### src/rtl/cond_operand_sequencer.sv
// Operand sequencer for the conditional-select mux: captures an (a, b) pair,
// then holds sel low for HOLD cycles and high for HOLD cycles before reporting done.
module cond_operand_sequencer #(
  parameter int WIDTH = 4,
  parameter int HOLD  = 10,
  parameter int CNT_W = 8
) (
  input  logic             clk,
  input  logic             rst_n,
  input  logic             in_valid,
  output logic             in_ready,
  input  logic [WIDTH-1:0] in_a,
  input  logic [WIDTH-1:0] in_b,
  input  logic             run,
  input  logic             flush,
  output logic [WIDTH-1:0] a,
  output logic [WIDTH-1:0] b,
  output logic             sel,
  output logic             busy,
  output logic             pair_done,
  output logic [7:0]       pair_count
);

  typedef enum logic [1:0] {IDLE, PHASE0, PHASE1} state_t;

  localparam logic [CNT_W-1:0] LAST = CNT_W'(HOLD - 1);

  state_t           state, state_n;
  logic [CNT_W-1:0] cnt, cnt_n;
  logic [WIDTH-1:0] a_n, b_n;
  logic             sel_n, busy_n, done_n;
  logic [7:0]       count_n;

  assign in_ready = (state == IDLE);

  always_ff @(posedge clk or negedge rst_n) begin
    if (!rst_n) begin
      state      <= IDLE;
      cnt        <= '0;
      a          <= '0;
      b          <= '0;
      sel        <= 1'b0;
      busy       <= 1'b0;
      pair_done  <= 1'b0;
      pair_count <= '0;
    end else begin
      state      <= state_n;
      cnt        <= cnt_n;
      a          <= a_n;
      b          <= b_n;
      sel        <= sel_n;
      busy       <= busy_n;
      pair_done  <= done_n;
      pair_count <= count_n;
    end
  end

  // flush overrides everything, including a handshake offered on the same edge
  always_comb begin
    state_n = state;
    cnt_n   = cnt;
    a_n     = a;
    b_n     = b;
    sel_n   = sel;
    busy_n  = busy;
    done_n  = 1'b0;
    count_n = pair_count;
    if (flush) begin
      state_n = IDLE;
      cnt_n   = '0;
      sel_n   = 1'b0;
      busy_n  = 1'b0;
    end else begin
      case (state)
        IDLE: begin
          if (in_valid) begin
            a_n     = in_a;
            b_n     = in_b;
            cnt_n   = '0;
            sel_n   = 1'b0;
            busy_n  = 1'b1;
            state_n = PHASE0;
          end
        end
        PHASE0: begin
          if (run) begin
            if (cnt == LAST) begin
              cnt_n   = '0;
              sel_n   = 1'b1;
              state_n = PHASE1;
            end else begin
              cnt_n = cnt + CNT_W'(1);
            end
          end
        end
        PHASE1: begin
          if (run) begin
            if (cnt == LAST) begin
              cnt_n   = '0;
              sel_n   = 1'b0;
              busy_n  = 1'b0;
              done_n  = 1'b1;
              count_n = pair_count + 8'd1;
              state_n = IDLE;
            end else begin
              cnt_n = cnt + CNT_W'(1);
            end
          end
        end
        default: begin
          state_n = IDLE;
          sel_n   = 1'b0;
          busy_n  = 1'b0;
        end
      endcase
    end
  end

endmodule
### config.mk
export PLATFORM = sky130hd
export DESIGN_NAME = cond_operand_sequencer
export DESIGN_NICKNAME = d
export VERILOG_FILES = /design/src/rtl/cond_operand_sequencer.sv
export SDC_FILE = /design/constraint.sdc
export NUM_CORES = 1
export LEC_CHECK = 0
export ABC_AREA = 1
export ABC_CLOCK_PERIOD_IN_PS = 3600
export BUFFER_PORTS_ARGS = -buffer_cell sky130_fd_sc_hd__buf_2
export CORE_ASPECT_RATIO = 0.5
export CORE_MARGIN = 2
export CORE_UTILIZATION = 58
export CTS_CLUSTER_DIAMETER = 120
export DETAILED_ROUTE_END_ITERATION = 10
export PLACE_DENSITY = 0.94
export SLEW_MARGIN = 20
export SYNTH_ARGS = -nofsm -noshare
export SYNTH_HDL_FRONTEND = slang
export SYNTH_SLANG_ARGS = --single-unit
### constraint.sdc
create_clock -name clk -period 3.6 [get_ports clk]
set_clock_uncertainty 0.1 [all_clocks]
set_input_delay 0.36 -clock clk [delete_from_list [all_inputs] [get_ports clk]]
set_output_delay 0.36 -clock clk [all_outputs]
set_load 0.01 [all_outputs]
=== Word level (Yosys, flattened, before mapping) ===
Cells that the tools add are included.

* Register bits after elaboration: 29
* Latch bits: 0
* RAM bits: 0
* Memory bits (read-only): 0
* Output and inout port bits: 20
* Logic and storage cells: 55
* Memories: 0

* Add/sub/neg operators: 2
* $mul: 0
* Div/mod/pow operators: 0
* Order comparisons: 0
* Equal/unequal tests: 10
* Shifts and indexed selects: 0
* Mux-type cells: 26
* Bitwise logic cells: 1
* Reduce and logical (&&, ||, !) cells: 8

{| class="wikitable"
|+ Operator list
! cell !! number
|-
| 8-bit 2-to-1 mux || 4
|-
| 8-bit by 1-bit adder with 8-bit output, second input constant || 2
|-
| 8-bit case mux with 2 select lines || 1
|-
| 1-bit 2-to-1 mux || 12
|-
| 2-bit 2-to-1 mux || 6
|-
| 3-bit inequality test, second input constant || 4
|-
| 8-bit by 4-bit == test with 1-bit output, second input constant || 1
|-
| 4-bit AND reduction || 2
|-
| 1-bit case mux with 3 select lines || 2
|-
| 2-bit case mux with 3 select lines || 1
|-
| 3-bit AND reduction || 2
|-
| 5-bit AND reduction || 1
|-
| 3-bit by 1-bit inequality test with 1-bit output, second input constant || 1
|-
| 3-bit by 2-bit inequality test with 1-bit output, second input constant || 1
|-
| 3-bit nonzero test || 1
|-
| 2-bit by 1-bit == test with 1-bit output, second input constant || 1
|-
| 2-bit == test, second input constant || 1
|-
| 2-bit zero test || 1
|-
| 2-bit inequality test, second input constant || 1
|-
| 2-bit OR reduction || 1
|-
| 1-bit NOT || 1
|}

=== Logic depth before layout (Yosys ltp) ===
Gate-level depths: netlist (run 1).

* Depth in word-level cells: 5
* Gate-level depth with buffers: 10
* Depth with buffers taken out: 10

=== Least setup slack after synthesis (run 1) ===
OpenSTA, ideal clock, no wires.

* Path kind: register to register
* Start point: register state[0]
* End point: register a[0]
* Setup time: 0.117 ns
* Data arrival time: 1.317 ns
* Required time: 3.383 ns
* Path slack: 2.066 ns
* Cell stages (with the launch flop): 8
* Clock period less this slack: 1.534 ns
* Cell sequence: dfrtp_1 inv_1 ha_1 nand2_4 nor2_2 inv_1 nand2_1 nand2_1

* Longest elaborated chain between the ends: 2

{| class="wikitable"
|+ Ends and longest elaborated chain
! item !! RTL line !! RTL
|-
| from (decl) || 28 || <nowiki>state_t state, state_n;</nowiki>
|-
| from (signal assigned) || 47 || <nowiki>state <= state_n;</nowiki>
|-
| 2-bit zero test || - ||
|-
| net in_ready || 11 || <nowiki>output logic in_ready,</nowiki>
|-
| 3-bit AND reduction (no source line) || - ||
|-
| to (signal assigned) || 49 || <nowiki>a <= a_n;</nowiki>
|-
| to (decl) || 16 || <nowiki>output logic [WIDTH-1:0] a,</nowiki>
|}

The timed path passes the listed nets, and every way through them passes these cells.
A chain may end at the register's enable or synchronous reset.

=== Worst setup path in the final report (run 1) ===
* Start point: register state[0]
* End point: register cnt[4]

* Longest elaborated chain between the ends: 4
* Elaborated cells between the ends (all ways): 10

{| class="wikitable"
|+ Ends and longest elaborated chain
! item !! RTL line !! RTL
|-
| 2-bit == test or 2-bit by 1-bit == test with 1-bit output (tied branches) || 74 || <nowiki>case (state)</nowiki>
|-
| 2-bit OR reduction (no source line) || - ||
|-
| 3-bit by 1-bit inequality test with 1-bit output (no source line) (tied with other cells) || - ||
|-
| 3-bit AND reduction (no source line) or 8-bit 2-to-1 mux (tied branches) || - ||
|-
| to (signal assigned) || 48 || <nowiki>cnt <= cnt_n;</nowiki>
|-
| to (decl) || 29 || <nowiki>logic [CNT_W-1:0] cnt, cnt_n;</nowiki>
|}

Parallel ways exist; a longest one is shown, timed or not.

==> results of run 1 <==
[power by group]
| part | switching, mW | total (mW) | leakage, nW | internal (mW) |
|---|---|---|---|---|
| clock network | 0.124 | 0.325 | 0.0540 | 0.201 |
| logic | 0.246 | 0.376 | 0.636 | 0.130 |
| registers | 0.0398 | 0.432 | 0.379 | 0.392 |
[cells by family (layout without fill, tap and decap cells)]
| group | Yosys count | count (layout) | share of synthesized area |
|---|---|---|---|
| XOR/XNOR | 4 | 4 | 0.0220 |
| flip-flops | 29 | 29 | 0.455 |
| AND/OR/NAND/NOR | 119 | 119 | 0.339 |
| AO/OA/AOI/OAI | 13 | 13 | 0.0455 |
| adder cells (fa/ha/maj) | 7 | 7 | 0.0549 |
| buffers and inverters | 33 | 71 | 0.0832 |
[layout by cell type, fill, tap and decap left out, types with 5 or more instances in the layout]
master / count
buf_2: 32
clkbuf_8: 5
dfrtp_1: 29
ha_1: 7
inv_1: 30
nand2_1: 74
nand3_1: 14
nand4_1: 6
nor2_1: 13
o21ai_0: 8
[metal layers]
layer / track usage / part of all wire / vias up / wire length, microns
met5: 0 / 0 / - / 0
met3: 0.0617 / 0.042 / 10 / 147
met4: 0.105 / 0.019 / 0 / 68
met2: 0.487 / 0.53 / 41 / 1830
li1: - / - / 712 / -
met1: 0.265 / 0.41 / 666 / 1440
[worst max-delay path: stages (launching register included)]
cell	delay (ns)
dfrtp_1	0.40
inv_1	0.08
ha_1	0.33
nand2_1	0.08
nand2_1	0.08
nor2_4	0.27
inv_1	0.15
o21bai_1	0.15
inv_1	0.05
nor2_1	0.07
[cell usage after synthesis (all sizes together)]
| cell type | number |
|---|---|
| nand4 | 7 |
| a21oi | 1 |
| nor3 | 1 |
| nand3b | 2 |
| nand2 | 77 |
| ha | 7 |
| xnor2 | 2 |
| o22ai | 1 |
| buf | 1 |
| nand3 | 14 |
| a21o | 1 |
| xor2 | 2 |
| clkinv | 1 |
| dfrtp | 29 |
| inv | 31 |
| nor2 | 17 |
| or2 | 1 |
| o21ai | 9 |
| o21bai | 1 |
[how the worst max path moves through the flow]
stage                         from  depth (start not counted)  endpoint
after floorplan           state[0]                          7      a[0]
after global placement    state[0]                          9    cnt[4]
after detailed placement  state[0]                          9    cnt[4]
after CTS                 state[0]                          9    cnt[4]
after global routing      state[0]                          8    cnt[7]
final                     state[0]                          9    cnt[4]
[state kept, by name, summed over array words and instances (netlist names)]
| signal | flops |
|---|---|
| sel | 1 |
| state | 2 |
| a | 4 |
| b | 4 |
| pair_count | 8 |
| busy | 1 |
| pair_done | 1 |
| cnt | 8 |
[per-stage QoR]
stage                     setup slack, ns  total power, mW  utilization
after floorplan                      2.07            0.690            -
after global placement               1.93            0.784        0.688
after detailed placement             1.84            0.804        0.688
after CTS                            1.81             1.13        0.727
after global routing                 1.62             1.21        0.727
final                                1.78             1.13        0.727
[cell type report]
class	count	area, sq um	share of cell area
multi-input cells	143	736	0.389
flip-flops and latches	29	726	0.383
well taps	37	46.3	0.0245
inverters	32	121	0.0641
clock inverters	2	35.0	0.0185
clock buffers	5	68.8	0.0364
repair buffers	32	160	0.0846
==> metrics.cfg, run 1 <==
[timing]
fin_tns_setup_ns=0
slew_headroom=0.586
setup_violations=0
worst_pin_slew_ns=0.621
fin_crit_sh=0.506
hold_slack_ns=-0.0105
grt_setup_unrepaired=false
min_period_ns=1.82
max_freq_ghz=0.549
slew_violations=0
finalHoldViolations=29

[clock_tree]
clkLatencyLatePin_ns=0.28
cts_resized=0
clkSlewWorstSetupHoldPaths_ns=0.06
post-cts-setup-buffers=0
h-tree-depth=2
cts.sinks=29
clockBufferDepth=2
cts_tree=yes
cts_root_buf=clkbuf_8
cts_buffers=5
cts_hold_buffers=0

[critical_path]
reg2reg_from=state[0]
path_class=flip-flop to flip-flop
cp_max_fo=14
cp-start-kind=flip-flop
ff2ff_setup_slack_ns=1.78
required_ns=3.72
crit_arrival_ns=1.94
r2r_cells=9
critPathCaptureType=flip-flop
reg2reg_to=cnt[4]

[power]
leakage_nw=1.07
max-vdd-ir-drop_mv=0.400
p_per_area_mw_per_mm2=598

[status]
status=finished with violations
violations=hold timing

[floorplan]
io_pins=33
dieWidth_microns=78.1
core_sq_mm=0.00260
die_h_microns=41.1
initial_utilization=0.613
rows=13
die_area_sq_mm=0.00321

[route]
wirelength_microns=3490
firstDrtPassIters=5
wl_per_cell_microns=12.5
num_vias=1429
drt-vias-per-instance=5.10
drtIter0Drc=160
ant_nets=0
drc=0

[finish]
nFillCells=184
syn_to_final_growth_pct=18.8
fin_nets=263
diodes=0
post-route-cell-area_sq_mm=0.00189
fin_cells=280
drive_gt1_frac=0.210

[synth]
ys_ff_latch=29
ys.warnings.count=0
syn_area_per_cell_sq_um=7.78
synth_area_sq_mm=0.00159
synth_cell_type_count=26
ys_seq_area_frac=0.455
yosysTopAreaCell=dfrtp_1
synth_fp_nets=225
netlist.area_leader.share=0.455
syn_inst=205
synthTopCellsByArea=dfrtp_1, nand2_1, inv_1

[global_route]
grt_pass1_vias=1350
grt_pass1_wl_microns=5740
grt-ovfl-total=0
antenna_found_initial=0
grt.total_usage=0.244
grt_max_degree=30

[placed_design]
dp_hpwl_microns=2480
placed_area_sq_mm=0.00179
dp_cells=273
numPortBuffers=32
globalplace.congestion=0.817

[worst_hold_path]
hold_path.class=input pin to asynchronous set/reset pin

[flow_run]
max_cap_viol_count=0

Note: power is estimated with default switching activity, not from simulation.
==> run 2, diff against run 1 <==
--- a/config.mk
+++ b/config.mk
@@ -5,15 +5,15 @@
 export SDC_FILE = /design/constraint.sdc
 export NUM_CORES = 1
 export LEC_CHECK = 0
-export ABC_AREA = 1
-export ABC_CLOCK_PERIOD_IN_PS = 3600
+export ABC_AREA = 0
+export ABC_CLOCK_PERIOD_IN_PS = 1650
 export BUFFER_PORTS_ARGS = -buffer_cell sky130_fd_sc_hd__buf_2
 export CORE_ASPECT_RATIO = 0.5
 export CORE_MARGIN = 2
-export CORE_UTILIZATION = 58
+export CORE_UTILIZATION = 48
 export CTS_CLUSTER_DIAMETER = 120
 export DETAILED_ROUTE_END_ITERATION = 10
-export PLACE_DENSITY = 0.94
+export PLACE_DENSITY = 0.85
 export SLEW_MARGIN = 20
 export SYNTH_ARGS = -nofsm -noshare
 export SYNTH_HDL_FRONTEND = slang
==> constraint.sdc (replaced) <==
create_clock -name clk -period 1.65 [get_ports clk]
set_clock_uncertainty 0.1 [all_clocks]
set_input_delay 0.165 -clock clk [delete_from_list [all_inputs] [get_ports clk]]
set_output_delay 0.165 -clock clk [all_outputs]
set_load 0.01 [all_outputs]
==> metrics.cfg, run 2 <==
[finish]
fin_util=0.747  ; +0.0194
drive_gt1_frac=0.545  ; +0.335
syn_to_final_growth_pct=50.3
nFillCells=170  ; -7.6%
diodes=0  ; unchanged
reg_top3=cnt (8), pair_count (8)
fin_nets=221  ; -16%
layout_common_cells=buf_2, dfrtp_1, buf_4
mostFrequentLayoutCell=buf_2

[floorplan]
io_pins=33  ; unchanged
die_h_microns=43.2  ; +5.1%
dieWidth_microns=82.3  ; +5.3%
initial_utilization=0.497  ; -0.115
rows=14  ; +1
core_sq_mm=0.00296  ; +14%
die_area_sq_mm=0.00355  ; +11%

[clock_tree]
cts_root_buf=clkbuf_8
cts.sinks=29  ; unchanged
cts_buffers=5  ; unchanged
h-tree-depth=2  ; unchanged
cts_tree=yes
clockBufferDepth=2  ; unchanged
clkLatencyLatePin_ns=0.29  ; about the same
clkSlewWorstSetupHoldPaths_ns=0.07  ; about the same

[status]
status=finished with violations
violations=setup timing

[critical_path]
crit_arrival_ns=1.88  ; -0.06 ns
critPathMaxStageDelay_ns=0.42  ; +0.02 ns
cp_max_fo=5  ; -9
path_cells=inv_2, ha_1, nand3b_1, nor3_4, nand4_1, xnor2_1
reg2reg_to=pair_count[6]
reg2reg_from=state[0]
cp-startpoint=state[0]
critPathCaptureType=flip-flop
ff2ff_setup_slack_ns=-0.16  ; -1.94 ns
path_class=flip-flop to flip-flop
cp-endpoint=pair_count[6]
slowest_stage=dfrtp_1
r2r_cells=6  ; -3
required_ns=1.71  ; -2.01 ns
cp-start-kind=flip-flop

[power]
pwr-share-clk=0.367  ; +0.080
leakage_nw=1.05  ; -2.0%
max-vdd-ir-drop_mv=0.557  ; +39%
p_per_area_mw_per_mm2=800  ; +34%
power_switching_mw=0.466  ; +14%
intPower_mw=1.30  ; +80%
seqPwrFrac=0.444  ; +0.063
switching_share=0.264  ; -0.0985
power_frac_comb=0.189  ; -0.143

[timing]
slew_headroom=0.584  ; -0.00222
fin_crit_sh=1.10  ; +0.593
slew_violations=0  ; unchanged
max_freq_ghz=0.551  ; +0.41%
min_period_ns=1.81  ; -0.00736 ns
setup_ws_ns=-0.164  ; -1.94 ns
hold_slack_ns=0.0141  ; +0.0245 ns
grt_setup_unrepaired=true
worst_pin_slew_ns=0.624  ; +0.00334 ns
setup_violations=17  ; +17
finalHoldViolations=0  ; -100%

[global_route]
grt_pass1_wl_microns=5730  ; -0.12%
grt-ovfl-total=0  ; unchanged
grt_max_degree=30  ; unchanged
met2_usage=0.373  ; -0.114
met3_usage=0.0532  ; -0.00848
grt.total_usage=0.223  ; -0.0204
grt_pass1_vias=1246  ; -7.7%
antenna_found_initial=0  ; unchanged
met1_usage=0.271  ; +0.00642
busiest_layer=met2

[synth]
synth_cell_type_count=35  ; +35%
synth_edf_count=0  ; unchanged
async_flop_share=1.00  ; unchanged
ys.flop_type=dfrtp_1
syn_inst=132  ; -36%
ys.warnings.count=0  ; unchanged
syn_area_per_cell_sq_um=11.1  ; +43%
synth_area_sq_mm=0.00147  ; -7.7%
yosysTopAreaCell=dfrtp_1
synthTopCellsByArea=dfrtp_1, mux2_2, ha_1
ys_ff_latch=29  ; unchanged
ys_seq_area_frac=0.493  ; +0.0379
synthTopCellsByCount=dfrtp_1, mux2_2, a21oi_1, nand3_1, ha_1
synth_fp_nets=152  ; -32%
yosysMostFrequentCell=dfrtp_1
netlist.area_leader.share=0.493  ; +0.0379

[route]
wirelength_microns=3920  ; +12%
ant_nets=0  ; unchanged
drc=0  ; unchanged
drt-vias-per-instance=5.59  ; +9.5%
num_vias=1352  ; -5.4%
drtIter0Drc=106  ; -34%
firstDrtPassIters=4  ; -1
wl_per_cell_microns=16.2  ; +30%

[worst_hold_path]
hold_path.class=input pin to flip-flop
hold_depth=2

[placed_design]
numPortBuffers=32  ; unchanged
dp_hpwl_microns=2450  ; -1.2%
globalplace.congestion=0.932  ; +14%

[flow_run]
max_cap_viol_count=0  ; unchanged

==> run 2: cell count changes in the layout (fill, tap and decap cells not counted), moves of 4 or more <==
cell,change
a21oi_2,+4
nand2_1,-68
nand2b_4,+4
buf_4,+23
o21ai_0,-7
inv_1,-27
nor2_1,-11
buf_6,+7
mux2_2,+8
nand3_1,-7
==> run 2: final cells by class <==
type                       instances  area (sq um)  area share
clock buffer                       7          96.3      0.0436
sequential                        29           726       0.328
multi-input combinational         96           890       0.402
timing repair buffer              63           422       0.191
clock inverter                     1          5.00     0.00226
inverter                           6          22.5      0.0102
tap                               40          50.0      0.0226
==> run 2: critical path: cells and delay by family, from the launching register on <==
kind / cells / cell delay, ns
AND/OR/NAND/NOR: 3 / 0.73
flip-flops: 1 / 0.42
adder cells (fa/ha/maj): 1 / 0.19
XOR/XNOR: 1 / 0.15
buffers and inverters: 1 / 0.10
==> run 2: kinds of logic (layout without fill, tap and decap cells) <==
family,count (synthesis),count (layout),synth area share
buffers and inverters,7,77,0.0179
AOI/OAI and AO/OA,25,25,0.105
adders and majority gates,7,7,0.0595
DFF,29,29,0.493
and+or+nand+nor,48,48,0.214
muxes,9,9,0.0689
xor gates and xnor gates,7,7,0.0417
==> run 2: worst min-delay path by stage <==
stage,startpoint,endpoint,slack [ns]
3_3_place_gp,rst_n,cnt[3],0.11
2_1_floorplan,rst_n,a[0],-0.23
5_1_grt,in_b[0],b[0],0.01
3_5_place_dp,rst_n,cnt[7],0.11
4_1_cts,in_b[0],b[0],0.009
6_report,in_b[0],b[0],0.01
==> run 2: what timing repair did <==
action	in CTS	in global routing
hold buffers	1	0
endpoints found under the hold margin	29	0
pin swaps	5	11
gates resized for setup	11	28
setup buffers	2	5
endpoints found under the setup margin	19	28
==> run 2: per-layer routing <==
metal	routed length (microns)	up-vias
met1	1700	675
met2	1930	43
met3	200	11
met5	0	-
met4	99	0
li1	-	623
==> run 2: power by group through the flow <==
| stage | Clock (mW) | Combinational [mW] | Sequential (mW) |
|---|---|---|---|
| after floorplan | 0 | 0.120 | 0.820 |
| after global routing | 0.679 | 0.365 | 0.792 |
| after detailed placement | 0 | 0.277 | 0.796 |
| after CTS | 0.653 | 0.288 | 0.784 |
| after global placement | 0 | 0.267 | 0.792 |
| final | 0.650 | 0.334 | 0.785 |
==> run 2: stage by stage <==
stage                     TNS, ns  setup WS (ns)  total power [mW]  instance area, sq um  cells
final                       -1.72         -0.164              1.77                  2210    242
after CTS                   -1.20         -0.172              1.73                  2060    237
after floorplan            -0.567         -0.128             0.940                  1500    132
after detailed placement    -1.26         -0.175              1.07                  1880    226
after global placement     -0.659        -0.0970              1.06                  1880    226
after global routing        -3.22         -0.263              1.84                  2210    242
==> run 3, diff against run 2 <==
--- a/config.mk
+++ b/config.mk
@@ -13,7 +13,7 @@
 export CORE_UTILIZATION = 48
 export CTS_CLUSTER_DIAMETER = 120
 export DETAILED_ROUTE_END_ITERATION = 10
-export PLACE_DENSITY = 0.85
+export PLACE_DENSITY = 0.75
 export SLEW_MARGIN = 20
 export SYNTH_ARGS = -nofsm -noshare
 export SYNTH_HDL_FRONTEND = slang
==> metrics.cfg, run 3 (synthesis gave the netlist of run 2 again) <==
[status]
status=finished with violations
violations=setup timing

[clock_tree]
cts_tree=yes
clkLatencyLatePin_ns=0.29  ; about the same
cts.sinks=29  ; unchanged
clockBufferDepth=2  ; unchanged
cts_root_buf=clkbuf_8
cts_buffers=5  ; unchanged
h-tree-depth=2  ; unchanged
clkSlewWorstSetupHoldPaths_ns=0.07  ; about the same

[finish]
ff_latch_area_sq_um=726  ; unchanged
fin_nets=226  ; +2.3%
diodes=0  ; unchanged
multi_input_area_sq_um=973  ; +9.4%
drive_gt1_frac=0.599  ; +0.0545
nFillCells=150  ; -12%
post-route-cell-area_sq_mm=0.00235  ; +6.3%
syn_to_final_growth_pct=59.7
layout_common_cells=buf_2, dfrtp_1, buf_4
mostFrequentLayoutCell=buf_2
reg_top3=cnt (8), pair_count (8)

[placed_design]
numPortBuffers=32  ; unchanged
placed_area_sq_mm=0.00191  ; +1.2%
globalplace.congestion=0.799  ; -14%
pre_cts_ws_ns=-0.175  ; -0.000570 ns
dp_hpwl_microns=2350  ; -4.0%

[timing]
setup_ws_ns=-0.350  ; -0.186 ns
setup_violations=20  ; +3
slew_violations=0  ; unchanged
fin_tns_setup_ns=-2.81  ; -1.09 ns
max_freq_ghz=0.500  ; -9.3%
min_period_ns=2.00  ; +0.186 ns
worst_pin_slew_ns=0.668  ; +0.0438 ns
slew_headroom=0.555  ; -0.0292
grt_setup_unrepaired=true
finalHoldViolations=0  ; unchanged
fin_crit_sh=1.21  ; +0.113

[floorplan]
rows=14  ; unchanged
dieWidth_microns=82.3  ; unchanged
core_sq_mm=0.00296  ; unchanged
initial_utilization=0.497  ; unchanged
io_pins=33  ; unchanged
die_area_sq_mm=0.00355  ; unchanged
die_h_microns=43.2  ; unchanged

[critical_path]
crit_arrival_ns=2.04  ; +0.16 ns
cp-start-kind=flip-flop
required_ns=1.69  ; -0.02 ns
path_class=flip-flop to flip-flop
critPathCaptureType=flip-flop
cp_max_fo=2  ; -3

[global_route]
antenna_found_initial=0  ; unchanged
grt.total_usage=0.225  ; +0.00173
met3_usage=0.0638  ; +0.0106
grt_pass1_wl_microns=5790  ; +0.98%
busiest_layer=met2
met2_usage=0.377  ; +0.00484
grt_max_degree=30  ; unchanged
grt-ovfl-total=0  ; unchanged
grt_pass1_vias=1338  ; +7.4%
met1_usage=0.267  ; -0.00443

[flow_run]
max_cap_viol_count=0  ; unchanged

[worst_hold_path]
hold_path.class=input pin to flip-flop

[power]
max-vdd-ir-drop_mv=0.731  ; +31%
leakage_nw=1.09  ; +3.8%
p_per_area_mw_per_mm2=739  ; -7.6%
total_power_mw=1.74  ; -1.8%

[route]
wl_per_cell_microns=18.4  ; +13%
num_vias=1419  ; +5.0%
wirelength_microns=4540  ; +16%
ant_nets=0  ; unchanged
drtIter0Drc=77  ; -27%
firstDrtPassIters=4  ; unchanged
drc=0  ; unchanged
drt-vias-per-instance=5.74  ; +2.8%

-- run 3: changes by cell type in the layout (fill, tap and decap cells not counted), sizes merged --
cell    previous run  this run
buf               62        67
clkbuf             7         6
clkinv             1         2
-- run 3: power breakdown --
part	switching, mW	internal, mW	leakage (nW)
Clock	0.295	0.292	0.0450
Sequential	0.0267	0.760	0.385
Combinational	0.181	0.183	0.657
-- run 3: metal layers --
layer | wire length (microns) | vias to the layer above
met4 | 99 | 0
met5 | 0 | -
met2 | 2240 | 69
met1 | 1910 | 704
li1 | - | 635
met3 | 282 | 11
-- run 3: worst max-delay path, stage by stage, from the launching register on --
cell and delay [ns]:
dfrtp_1 0.42, inv_2 0.09, buf_6 0.12, buf_6 0.10
buf_6 0.11, ha_4 0.16, nor3b_4 0.21, a211oi_2 0.08
nor4_1 0.45
-- run 3: path summary, 6_finish.rpt --
kind,startpoint,to,slack [ns],cells after the start
max in group asynchronous,rst_n,pair_done,0.66,2
max reg2reg,state[1],state[0],-0.35,8
min reg2reg,pair_count[7],pair_count[7],0.39,1
max,state[1],state[0],-0.35,8
min in group asynchronous,rst_n,state[0],0.35,2
min,in_b[3],b[3],0.008,2
-- run 3: area by class of cell --
| type | count | area share |
|---|---|---|
| tap | 40 | 0.0213 |
| multi-input combinational | 96 | 0.414 |
| clock inverter | 2 | 0.00426 |
| sequential | 29 | 0.309 |
| timing repair buffer | 68 | 0.210 |
| clock buffer | 6 | 0.0309 |
| inverter | 6 | 0.0106 |
-- run 3: timing repair --
action	in CTS	in global routing
pin swaps	14	19
setup buffers	5	6
resized for setup	23	42
hold buffers	1	0
hold endpoints to repair	29	0
endpoints found under the setup margin	20	28
-- run 3: metrics by stage --
stage	utilization	std cells	hold WS, ns
finish	0.794	247	0.00805
global route	0.794	247	0.0125
CTS	0.724	243	0.0128
detailed placement	0.644	229	0.126
global placement	0.644	229	0.117
floorplan	-	132	-0.231
